**config.mk**
```make
export PLATFORM = sky130hd
export DESIGN_NAME = rgb_pwm_fader
export DESIGN_NICKNAME = d
export VERILOG_FILES = /design/src/rtl/rgb_pwm_fader.sv
export SDC_FILE = /design/constraint.sdc
export NUM_CORES = 1
export LEC_CHECK = 0
export CAP_MARGIN = 20
export CORE_ASPECT_RATIO = 0.6
export CORE_MARGIN = 10
export CORE_UTILIZATION = 62
export CTS_BUF_LIST = sky130_fd_sc_hd__clkbuf_16
export CTS_CLUSTER_SIZE = 16
export DETAILED_ROUTE_END_ITERATION = 8
export PLACE_DENSITY_LB_ADDON = 0.2
export SYNTH_ARGS = -nofsm -noshare
export SYNTH_HDL_FRONTEND = slang
export SYNTH_SLANG_ARGS = --single-unit
export TNS_END_PERCENT = 1
```
**constraint.sdc**
```tcl
create_clock -name clk -period 9.5 [get_ports clk]
set_input_delay 1.9 -clock clk [delete_from_list [all_inputs] [get_ports clk]]
set_output_delay 1.9 -clock clk [all_outputs]
set_load 0.02 [all_outputs]
```
**src/rtl/rgb_pwm_fader.sv**
```systemverilog
// rgb_pwm_fader: fades current RGB levels toward an accepted target, one level per step tick,
// and drives active-low RGB pads with per-channel PWM. Optional: `RGB_PWM_FADER_GAMMA_EN.
// Ports: clk, rst_n (async low); in_valid/in_ready + in_r/in_g/in_b target; busy; RGB_R/G/B pads.
module rgb_pwm_fader #(
  parameter int PWM_BITS    = 8,
  parameter int STEP_CYCLES = 46875
) (
  input  logic                clk,
  input  logic                rst_n,
  input  logic                in_valid,
  output logic                in_ready,
  input  logic [PWM_BITS-1:0] in_r,
  input  logic [PWM_BITS-1:0] in_g,
  input  logic [PWM_BITS-1:0] in_b,
  output logic                busy,
  output logic                RGB_R,
  output logic                RGB_G,
  output logic                RGB_B
);

  localparam int SW = (STEP_CYCLES > 1) ? $clog2(STEP_CYCLES) : 1;
  localparam logic [SW-1:0] STEP_LAST = SW'(STEP_CYCLES - 1);
  localparam logic [PWM_BITS-1:0] PWM_MAX = '1;

  typedef enum logic {IDLE, FADE} state_t;

  state_t              state;
  logic [PWM_BITS-1:0] cur_r, cur_g, cur_b;
  logic [PWM_BITS-1:0] tgt_r, tgt_g, tgt_b;
  logic [PWM_BITS-1:0] duty_r, duty_g, duty_b;
  logic [PWM_BITS-1:0] nxt_r, nxt_g, nxt_b;
  logic [PWM_BITS-1:0] pwm_cnt;
  logic [SW-1:0]       step_cnt;
  logic                tick, accept, same, done;

  function automatic logic [PWM_BITS-1:0] toward(
    input logic [PWM_BITS-1:0] c,
    input logic [PWM_BITS-1:0] t
  );
    logic [PWM_BITS-1:0] r;
    r = c;
    unique case (1'b1)
      (c < t): r = c + 1'b1;
      (c > t): r = c - 1'b1;
      default: r = c;
    endcase
    return r;
  endfunction

  // Gamma build squares the level at full width and keeps the top half.
  function automatic logic [PWM_BITS-1:0] shade(
    input logic [PWM_BITS-1:0] l
  );
`ifdef RGB_PWM_FADER_GAMMA_EN
    return PWM_BITS'(({{PWM_BITS{1'b0}}, l} *
                      {{PWM_BITS{1'b0}}, l}) >> PWM_BITS);
`else
    return l;
`endif
  endfunction

  always_comb begin
    nxt_r  = toward(cur_r, tgt_r);
    nxt_g  = toward(cur_g, tgt_g);
    nxt_b  = toward(cur_b, tgt_b);
    tick   = (state == FADE) && (step_cnt == STEP_LAST);
    accept = in_valid && in_ready;
    same   = (in_r == cur_r) && (in_g == cur_g) && (in_b == cur_b);
    done   = (nxt_r == tgt_r) && (nxt_g == tgt_g) && (nxt_b == tgt_b);
  end

  always_ff @(posedge clk or negedge rst_n) begin
    if (!rst_n) begin
      state    <= IDLE;
      in_ready <= 1'b1;
      busy     <= 1'b0;
      cur_r    <= '0;
      cur_g    <= '0;
      cur_b    <= '0;
      tgt_r    <= '0;
      tgt_g    <= '0;
      tgt_b    <= '0;
      step_cnt <= '0;
    end else begin
      unique case (state)
        IDLE: begin
          if (accept) begin
            tgt_r    <= in_r;
            tgt_g    <= in_g;
            tgt_b    <= in_b;
            step_cnt <= '0;
            if (!same) begin
              state    <= FADE;
              in_ready <= 1'b0;
              busy     <= 1'b1;
            end
          end
        end
        FADE: begin
          step_cnt <= tick ? '0 : step_cnt + 1'b1;
          if (tick) begin
            cur_r <= nxt_r;
            cur_g <= nxt_g;
            cur_b <= nxt_b;
            if (done) begin
              state    <= IDLE;
              in_ready <= 1'b1;
              busy     <= 1'b0;
            end
          end
        end
        default: state <= IDLE;
      endcase
    end
  end

  // Duty only reloads at the period boundary so a step never glitches mid-period.
  always_ff @(posedge clk or negedge rst_n) begin
    if (!rst_n) begin
      pwm_cnt <= '0;
      duty_r  <= '0;
      duty_g  <= '0;
      duty_b  <= '0;
      RGB_R   <= 1'b1;
      RGB_G   <= 1'b1;
      RGB_B   <= 1'b1;
    end else begin
      pwm_cnt <= pwm_cnt + 1'b1;
      if (pwm_cnt == PWM_MAX) begin
        duty_r <= shade(cur_r);
        duty_g <= shade(cur_g);
        duty_b <= shade(cur_b);
      end
      RGB_R <= ~(duty_r > pwm_cnt);
      RGB_G <= ~(duty_g > pwm_cnt);
      RGB_B <= ~(duty_b > pwm_cnt);
    end
  end

endmodule

```
==> impl_summary.log <==
[metrics] required time at the endpoint of the critical path: 9.72 ns
[metrics] Core Box Area: 11200 um^2
[metrics] final RePlAce weighted congestion: 0.926
[metrics] share of flip-flops with an asynchronous set or reset after synthesis: 100%
[metrics] via count of the first global-routing pass: 5649
[metrics] worst IR drop on VDD: 93.1 uV
[metrics] setup repair after global routing missed its margin: no
[metrics] final count of negative-setup-slack endpoints: 0
[metrics] starting density of the core: 63.0%
[metrics] Post-Synthesis Net Count: 837
[metrics] P&R area growth vs syn: 10.6%
[metrics] DRC violations left: 0
[metrics] result of the run: completed
[metrics] number of max-slew violations in the final report: 0
[metrics] register bit total from synthesis: 102
[metrics] starting DRC count in detailed routing: 516
[metrics] number of buffer cells added on primary ports: 31
[metrics] Final Cycle Share: 45.5%
[metrics] level count of the clock H-tree: 3
[metrics] part of the Yosys area used for sequential elements: 36.1%
[metrics] data arrival time of the critical path: 4.54 ns
[metrics] number of vias in the routed layout: 5817
[metrics] post-placement setup slack: 5.22 ns
[metrics] post-cts resize count: 0
[metrics] number of hold buffers added after cts: 0
[metrics] number of nets still failing antenna checks after routing: 0
[metrics] biggest fanout along the worst timing path: 8
[metrics] largest area contributor in the synthesized netlist: dfrtp_1
[metrics] Post-CTS Setup Repair Bufs: 0
[metrics] setup clock skew after layout: 0.00745 ns
[metrics] first-pass GRT wire length: 29400 um
[metrics] half-perimeter wire length after detailed placement: 13500 um
[metrics] number of placement rows: 30
[metrics] P per Cell Area: 109 nW/um^2
[metrics] clock transition at the registers of the reported paths: 0.08 ns
[metrics] final hold violations: 0
[metrics] global-route congestion overflow total: 0
[metrics] initial antenna violation count: 0
[metrics] TritonRoute pass-1 iters: 5
[metrics] vias per std cell: 6.37
[metrics] number of CTS-inserted buffers: 9
[metrics] number of maximum-capacitance violations: 0
[metrics] maximum number of pins on one net before global-route repair: 77
[metrics] top area cells in the synthesized netlist: dfrtp_1 35%, ha_1 12%, xnor2_1 6.6%
[metrics] total negative slack for setup checks: 0 ns
[metrics] slowest cell on the critical path: dfrtp_1
[metrics] post-layout min period: 4.32 ns
[metrics] total detailed-routing wirelength: 18200 um
[metrics] Post-Route Utilization: 69.7%
[metrics] number of standard cells after synthesis: 738
[metrics] proportion of layout cells with a drive suffix above 1: 9.62%
[metrics] relative max-transition margin: 36.5%
[metrics] Setup Crit Path Kind: reg -> reg
[metrics] most instantiated library cell after synthesis: dfrtp_1
[metrics] number of buffers and inverters on the critical path: 0
[metrics] Clock Sinks: 102
[metrics] timing-limited maximum frequency: 0.232 GHz
[metrics] layout net count: 863
[metrics] synth cell count leaders: 98 x dfrtp_1, 77 x o21ai_0, 69 x ha_1
[metrics] crit path cell chain: ha_1 > nor2b_4 > o211a_1 > nor2_1 > o21ba_2 > nor2_1 > ha_1 > a211o_1 > a2111o_1 > o311ai_0 > mux2i_1 > xnor2_1 > nand4_2 > nor4b_2 > a21oi_1
[metrics] kind of path behind the tightest hold check: reg -> reg
[metrics] cell area after layout: 7830 um^2
[metrics] TritonCTS clock tree: done
[metrics] endpoint class of the critical path: register
[metrics] clock root cell: clkbuf_16
[metrics] Cell variety after synth: 65
[metrics] Clock Latency Late Sink: 0.35 ns
[metrics] number of I/O pins: 32
[metrics] Placement Cell Area: 7520 um^2
[metrics] type of origin of the critical path: register
[metrics] overall track demand over capacity in global routing: 23.1%
[metrics] main flop type after synthesis: dfrtp_1
[metrics] Static Leakage: 3.66 nW
[metrics] count of flip-flops with a built-in enable after synthesis: 0
[metrics] Largest stage delay, worst path: 0.52 ns
[metrics] area share of the leading cell type in the synthesized netlist: 34.7%
[metrics] average cell area after synthesis: 9.59 um^2
[metrics] horizontal die dimension: 158 um
[metrics] number of buffers on the longest clock path: 2
[metrics] routed wire length per instance: 19.9 um
[metrics] Syn. warnings: 0
[metrics] Die Area: 16200 um^2
[metrics] synthesized cell area: 7080 um^2
[metrics] Worst Tran Pin Value: 0.953 ns
[metrics] vertical die dimension: 103 um
[metrics] # diodes: 0
[metrics] crit-path leading delay family: compound AO/OA/AOI/OAI gates
[metrics] Pwr Total: 0.854 mW
[metrics] final worst-path setup slack: 5.18 ns
-- sequential cells by signal, indices dropped and copies added (netlist names), 8 cells and up --
name / count
cur_b: 8
cur_g: 8
cur_r: 8
duty_b: 8
duty_g: 8
duty_r: 8
pwm_cnt: 8
step_cnt: 16
tgt_b: 8
tgt_g: 8
tgt_r: 8
-- routing by layer --
| layer | track usage (%) | share of wire, % |
|---|---|---|
| met1 | 32.9 | 47 |
| met4 | 5.94 | 1.6 |
| met2 | 34.5 | 44 |
| met3 | 5.25 | 7.6 |
| met5 | 0 | 0 |
-- cells in the final DEF (no fill, tap or decap), types with 11 or more instances in the layout --
| cell type | synthesis | routed |
|---|---|---|
| dfrtp_1 | 98 | 98 |
| o21ai_0 | 77 | 77 |
| ha_1 | 69 | 69 |
| nand2_1 | 65 | 65 |
| xnor2_1 | 53 | 53 |
| inv_1 | 46 | 46 |
| mux2_2 | 35 | 35 |
| a21oi_1 | 30 | 30 |
| clkdlybuf4s50_1 | 0 | 30 |
| nand4_1 | 22 | 22 |
| nor2_1 | 21 | 20 |
| nand2b_1 | 16 | 16 |
| xor2_1 | 16 | 16 |
| nand3_1 | 15 | 15 |
| mux2i_1 | 14 | 14 |
| a21o_1 | 12 | 12 |
| nor2b_1 | 11 | 11 |
-- path summary, 6_finish.rpt --
| kind | end | startpoint | cells past startpoint | slack (ns) |
|---|---|---|---|---|
| setup / recovery | busy | cur_b[1] | 15 | 5.18 |
| hold / removal | pwm_cnt[7] | pwm_cnt[7] | 1 | 0.48 |
| max in group asynchronous | duty_r[1] | rst_n | 2 | 6.76 |
| min in group asynchronous | step_cnt[12] | rst_n | 1 | 1.45 |
| setup reg to reg | busy | cur_b[1] | 15 | 5.18 |
| hold reg to reg | pwm_cnt[7] | pwm_cnt[7] | 1 | 0.48 |
-- power breakdown --
| part | internal, mW | total [mW] | switching [mW] |
|---|---|---|---|
| combinational | 0.0128 | 0.0286 | 0.0158 |
| sequential | 0.434 | 0.434 | 0 |
| clock | 0.210 | 0.391 | 0.181 |
-- stage by stage --
stage	cells	hold WS, ns
6_report	913	0.476
5_1_grt	913	0.497
3_5_place_dp	897	0.466
2_1_floorplan	738	0.445
4_1_cts	913	0.480
3_3_place_gp	897	0.460
-- cell type report --
| cell class | count | area (um^2) |
|---|---|---|
| repair buffers | 34 | 330 |
| fillers | 847 | 3400 |
| multi-input cells | 571 | 4280 |
| flip-flops and latches | 102 | 2560 |
| clock buffers | 9 | 225 |
| well taps | 144 | 180 |
| clock inverters | 7 | 85.1 |
| inverters | 46 | 173 |
-- cells by family (layout without fill, tap and decap cells) --
group,Yosys count,count (layout),share of synthesized area [%]
and+or+nand+nor,206,206,15.9
AOI/OAI and AO/OA,175,175,15.3
xor gates and xnor gates,69,69,8.54
DFF,102,102,36.1
buffers and inverters,65,96,3.57
muxes,49,49,7.55
adders and majority gates,72,72,13.1
Note: power is estimated with default switching activity, not from simulation.
